### src/rtl/reg_bus_engine.sv
// Single-bus register engine: four-phase sequencer moving operands over one shared
// bus through Y/Z staging registers into a general register file, with a HI product half.
module reg_bus_engine #(
    parameter int unsigned DATA_W = 32,
    parameter int unsigned NREGS  = 16,
    localparam int unsigned AW    = (NREGS > 1) ? $clog2(NREGS) : 1
) (
    input  logic              clock,
    input  logic              clear,
    input  logic              cmd_valid,
    output logic              cmd_ready,
    input  logic [2:0]        cmd_op,
    input  logic [AW-1:0]     cmd_ra,
    input  logic [AW-1:0]     cmd_rb,
    input  logic [AW-1:0]     cmd_rc,
    input  logic [DATA_W-1:0] cmd_imm,
    output logic              done,
    output logic [DATA_W-1:0] result,
    output logic [DATA_W-1:0] hi_out,
    input  logic [AW-1:0]     dbg_sel,
    output logic [DATA_W-1:0] dbg_data
);

    typedef enum logic [1:0] {IDLE, T1, T2, T3} state_t;
    typedef enum logic [2:0] {
        OP_ADD, OP_SUB, OP_AND, OP_OR, OP_MUL, OP_ADDI, OP_MOVE, OP_LDI
    } op_t;

    state_t                state;
    op_t                   op_q;
    logic [AW-1:0]         ra_q;
    logic [AW-1:0]         rb_q;
    logic [AW-1:0]         rc_q;
    logic [DATA_W-1:0]     imm_q;
    logic [DATA_W-1:0]     y;
    logic [2*DATA_W-1:0]   z;
    logic [2*DATA_W-1:0]   alu;
    logic [2*DATA_W-1:0]   y_ext;
    logic [2*DATA_W-1:0]   b_ext;
    logic [DATA_W-1:0]     bus;
    logic [DATA_W-1:0]     rd_b;
    logic [DATA_W-1:0]     rd_c;
    logic [DATA_W-1:0]     regs [NREGS];

    // Indices past the populated file read as zero and swallow writes.
    function automatic logic in_range(input logic [AW-1:0] idx);
        return 32'(idx) < NREGS;
    endfunction

    assign rd_b     = in_range(rb_q)    ? regs[rb_q]    : '0;
    assign rd_c     = in_range(rc_q)    ? regs[rc_q]    : '0;
    assign dbg_data = in_range(dbg_sel) ? regs[dbg_sel] : '0;

    // One bus driver per phase.
    always_comb begin
        bus = '0;
        case (state)
            T1:      bus = rd_b;
            T2:      bus = (op_q == OP_ADDI || op_q == OP_LDI) ? imm_q : rd_c;
            T3:      bus = z[DATA_W-1:0];
            default: bus = '0;
        endcase
    end

    assign y_ext = {{DATA_W{1'b0}}, y};
    assign b_ext = {{DATA_W{1'b0}}, bus};

    always_comb begin
        alu = '0;
        case (op_q)
            OP_ADD,
            OP_ADDI: alu = {{DATA_W{1'b0}}, DATA_W'(y + bus)};
            OP_SUB:  alu = {{DATA_W{1'b0}}, DATA_W'(y - bus)};
            OP_AND:  alu = {{DATA_W{1'b0}}, y & bus};
            OP_OR:   alu = {{DATA_W{1'b0}}, y | bus};
            OP_MUL:  alu = y_ext * b_ext;
            OP_MOVE: alu = y_ext;
            OP_LDI:  alu = b_ext;
            default: alu = '0;
        endcase
    end

    always_ff @(posedge clock or posedge clear) begin
        if (clear) begin
            state     <= IDLE;
            op_q      <= OP_ADD;
            ra_q      <= '0;
            rb_q      <= '0;
            rc_q      <= '0;
            imm_q     <= '0;
            y         <= '0;
            z         <= '0;
            hi_out    <= '0;
            result    <= '0;
            done      <= 1'b0;
            cmd_ready <= 1'b1;
            for (int unsigned i = 0; i < NREGS; i++) regs[i] <= '0;
        end else begin
            done <= 1'b0;
            case (state)
                IDLE: begin
                    if (cmd_valid) begin
                        op_q      <= op_t'(cmd_op);
                        ra_q      <= cmd_ra;
                        rb_q      <= cmd_rb;
                        rc_q      <= cmd_rc;
                        imm_q     <= cmd_imm;
                        cmd_ready <= 1'b0;
                        state     <= T1;
                    end
                end
                T1: begin
                    y     <= bus;
                    state <= T2;
                end
                T2: begin
                    z     <= alu;
                    state <= T3;
                end
                T3: begin
                    if (in_range(ra_q)) regs[ra_q] <= bus;
                    result <= bus;
                    if (op_q == OP_MUL) hi_out <= z[2*DATA_W-1:DATA_W];
                    done      <= 1'b1;
                    cmd_ready <= 1'b1;
                    state     <= IDLE;
                end
                default: state <= IDLE;
            endcase
        end
    end

endmodule

### config.mk
export PLATFORM = sky130hd
export DESIGN_NAME = reg_bus_engine
export DESIGN_NICKNAME = d
export VERILOG_FILES = /design/src/rtl/reg_bus_engine.sv
export SDC_FILE = /design/constraint.sdc
export NUM_CORES = 2
export LEC_CHECK = 0
export ABC_AREA = 1
export BUFFER_PORTS_ARGS = -buffer_cell sky130_fd_sc_hd__buf_2
export CORE_ASPECT_RATIO = 1.2
export CORE_MARGIN = 2
export CORE_UTILIZATION = 30
export DETAILED_ROUTE_END_ITERATION = 6
export PLACE_DENSITY_LB_ADDON = 0.15
export SETUP_SLACK_MARGIN = 0.15
export SKIP_LAST_GASP = 1
export SYNTH_ARGS = -nofsm -noshare
export SYNTH_HDL_FRONTEND = slang
export SYNTH_SLANG_ARGS = --single-unit
### constraint.sdc
create_clock -name clock -period 51 [get_ports clock]
set_input_delay 2.55 -clock clock [delete_from_list [all_inputs] [get_ports clock]]
set_output_delay 2.55 -clock clock [all_outputs]
set_load 0.1 [all_outputs]
==> results.py <==
metrics = {
    "status": {
        "status": "completed",
    },
    "final_layout": {
        "drive_gt1_frac": 0.0603,
        "final_nets": 11458,
        "fillers": 27670,
        "syn_to_final_growth_pct": 8.42,
    },
    "synth": {
        "post-synth-top-count-cell": "nand2_1",
        "synth-main-ff-cell": "dfrtp_1",
        "syn_avg_cell_area_um2": 7.39,
        "synthTopCellsByArea": "dfrtp_1, fa_1, nand2_1",
        "synth-edff-count": 0,
        "yosys_warnings": 0,
        "ys_seq_area_frac": 0.233,
        "yosysTopAreaCellShare": 0.233,
        "synth_xor_area_frac": 0.00575,
        "synthAdderAreaFrac": 0.280,
        "netlist_area_mm2": 0.0777,
        "synthArstFlopShare": 1.00,
        "ys_types": 57,
        "yosys.area_share.simple": 0.208,
        "synth_compound_area_frac": 0.153,
        "syn-num-nets": 11768,
        "synth_mux_area_frac": 0.000870,
        "syn_inst": 10516,
        "synth_seq_cells": 723,
        "yosysTopAreaCell": "dfrtp_1",
        "ys_top_cells_by_count": "nand2_1, inv_1, o21ai_0, nor2_1, fa_1",
        "synth_top_family_by_area": "adder cells",
    },
    "routing": {
        "totalWireLength_mm": 357,
        "ant_nets": 0,
        "vias_per_cell": 5.32,
        "vias": 72798,
        "drt_iter0_markers": 7110,
        "drc": 0,
        "drt-pass1-iter-count": 6,
        "avgRoutedWirePerCell_um": 26.1,
    },
    "clocking": {
        "cts-root-buf": "clkbuf_16",
        "ctsResizeCount": 0,
        "cts_setup_buffers": 0,
        "clk_pin_slew_worst_paths_ps": 60,
        "cts.path.max_buffers": 3,
        "cts_tree": "done",
        "cts-hold-fix-buffers": 0,
        "cts.sinks": 723,
        "clock_latency_ps": 790,
        "htree_levels": 3,
        "cts_buffers": 91,
    },
    "die": {
        "die_y_um": 561,
        "start_util": 0.302,
        "die_area_mm2": 0.263,
        "rows": 204,
        "fp.coreArea_mm2": 0.258,
        "die_w_um": 469,
        "io_pins": 152,
    },
    "setup_path": {
        "crit_path_max_incr_delay_ps": 850,
        "start_kind": "flop",
        "crit_arrival_ps": 13190,
        "critPathCaptureType": "flop",
        "setup.worst_path.class": "reg2reg",
        "path_max_fanout": 37,
        "cp_slowest_cell": "clkinv_2",
        "critPathRequiredTime_ps": 51570,
    },
    "timing": {
        "rsz0062_at_grt": "no",
        "hold_viol": 0,
        "worst_pin_slew_ps": 1390,
        "relSlewSlack": 0.0510,
        "fin_skew_ps": 78.2,
        "fin_tns_setup_ps": 0,
        "max_freq_mhz": 79.2,
        "maxSlewViolCount": 0,
        "timing.final.crit_share": 0.247,
        "min_period_ps": 12620,
        "setup_viol": 0,
    },
    "flow_run": {
        "maxCapViolations": 0,
    },
    "global_routing": {
        "antenna_found_initial": 20,
        "grt_usage": 0.268,
        "grt_pass1_wl_mm": 516,
        "grt_max_degree": 216,
        "grt_use_met3": 0.0359,
        "met1_usage": 0.336,
        "top_usage_layer": "met2",
        "grt_pass1_vias": 72811,
        "gr-total-overflow": 0,
        "grt_use_met2": 0.450,
    },
    "min_path": {
        "timing.hold.worst.class": "reg2reg",
    },
    "placement": {
        "port_buffers": 151,
        "hpwlAfterDp_mm": 242,
        "place_congestion": 1.00,
    },
}
==> flip-flops by register name, indices dropped and copies added, names as in the netlist <==
register,count
regs,512
z,64
hi_out,32
imm_q,32
result,32
y,32
ra_q,4
rb_q,4
rc_q,4
op_q,3
state,2
cmd_ready,1
done,1
==> worst paths after layout <==
path                             from          to  cells past startpoint  slack [ps]
min                        result[19]  result[19]                      2         480
max reg2reg                  state[0]       z[57]                     36       38380
max                          state[0]       z[57]                     36       38380
max in group asynchronous       clear   regs[203]                      6       45170
min reg2reg                result[19]  result[19]                      2         480
min in group asynchronous       clear   imm_q[27]                      2        1960
==> layer usage <==
metal / vias to the layer above / part of all wire
met3: 746 / 0.067
met2: 3127 / 0.48
met4: 8 / 0.059
li1: 32497 / -
met1: 36420 / 0.40
met5: - / 0.00015
==> cell families after synthesis <==
kind of cell | count (synthesis)
buffers and inverters | 2355
AO/OA/AOI/OAI | 2146
flip-flops | 723
XOR/XNOR | 51
adder cells (fa/ha/maj) | 1198
multiplexers | 6
AND/OR/NAND/NOR | 4037
==> layout make-up <==
class                      instances  area (um^2)  share of cell area
multi-input combinational       7438        50500               0.600
clock inverter                    26          280             0.00333
tap                             3399         4250              0.0505
timing repair buffer             341         2270              0.0269
inverter                        1611         6070              0.0720
clock buffer                     141         2730              0.0324
antenna                            2         5.00           0.0000594
sequential                       723        18100               0.215
==> cells in the final DEF, fill, tap and decap left out, drive strengths merged, types with 2 or more instances in the layout <==
master and count:
mux2 6, fa 897, nor3 22, clkinvlp 3, o2111ai 17, bufinv 2
inv 1594, a31oi 42, o21bai 3, o221ai 47, a21oi 556, o22ai 33
a21boi 15, a2111oi 3, nand3 630, o21a 4, o221a 2, o31ai 4
nand4 10, a21o 13, o21ai 1148, xnor2 9, and3 5, xor2 42
diode 2, a211oi 5, nor2 941, a221oi 4, nor4 11, clkinv 38
clkbuf 142, buf 340, o211ai 241, nand2 2410, or2 8, ha 301
a41oi 3, dfrtp 722
==> through the flow <==
step	hold WS (ps)	utilization	instances	setup slack (ps)	cell area [um^2]
final	477	0.327	13681	38380	84200
after detailed placement	467	0.315	13512	38710	81200
after floorplan	448	-	10516	28170	77700
after CTS	484	0.327	13679	38670	84200
after global placement	460	0.315	13512	38620	81200
after global routing	498	0.327	13680	38120	84200
==> critical path, delay by kind of cell, from the launching register on <==
kind | cells | cell delay [ps]
compound gates | 4 | 560
fa+ha+maj | 10 | 4780
buf+inv | 11 | 3150
flops | 1 | 400
simple gates | 11 | 3440
Power is left out: the tool's default activity adds up to more than one toggle a clock period on the data nets, which glitch-free logic cannot reach.
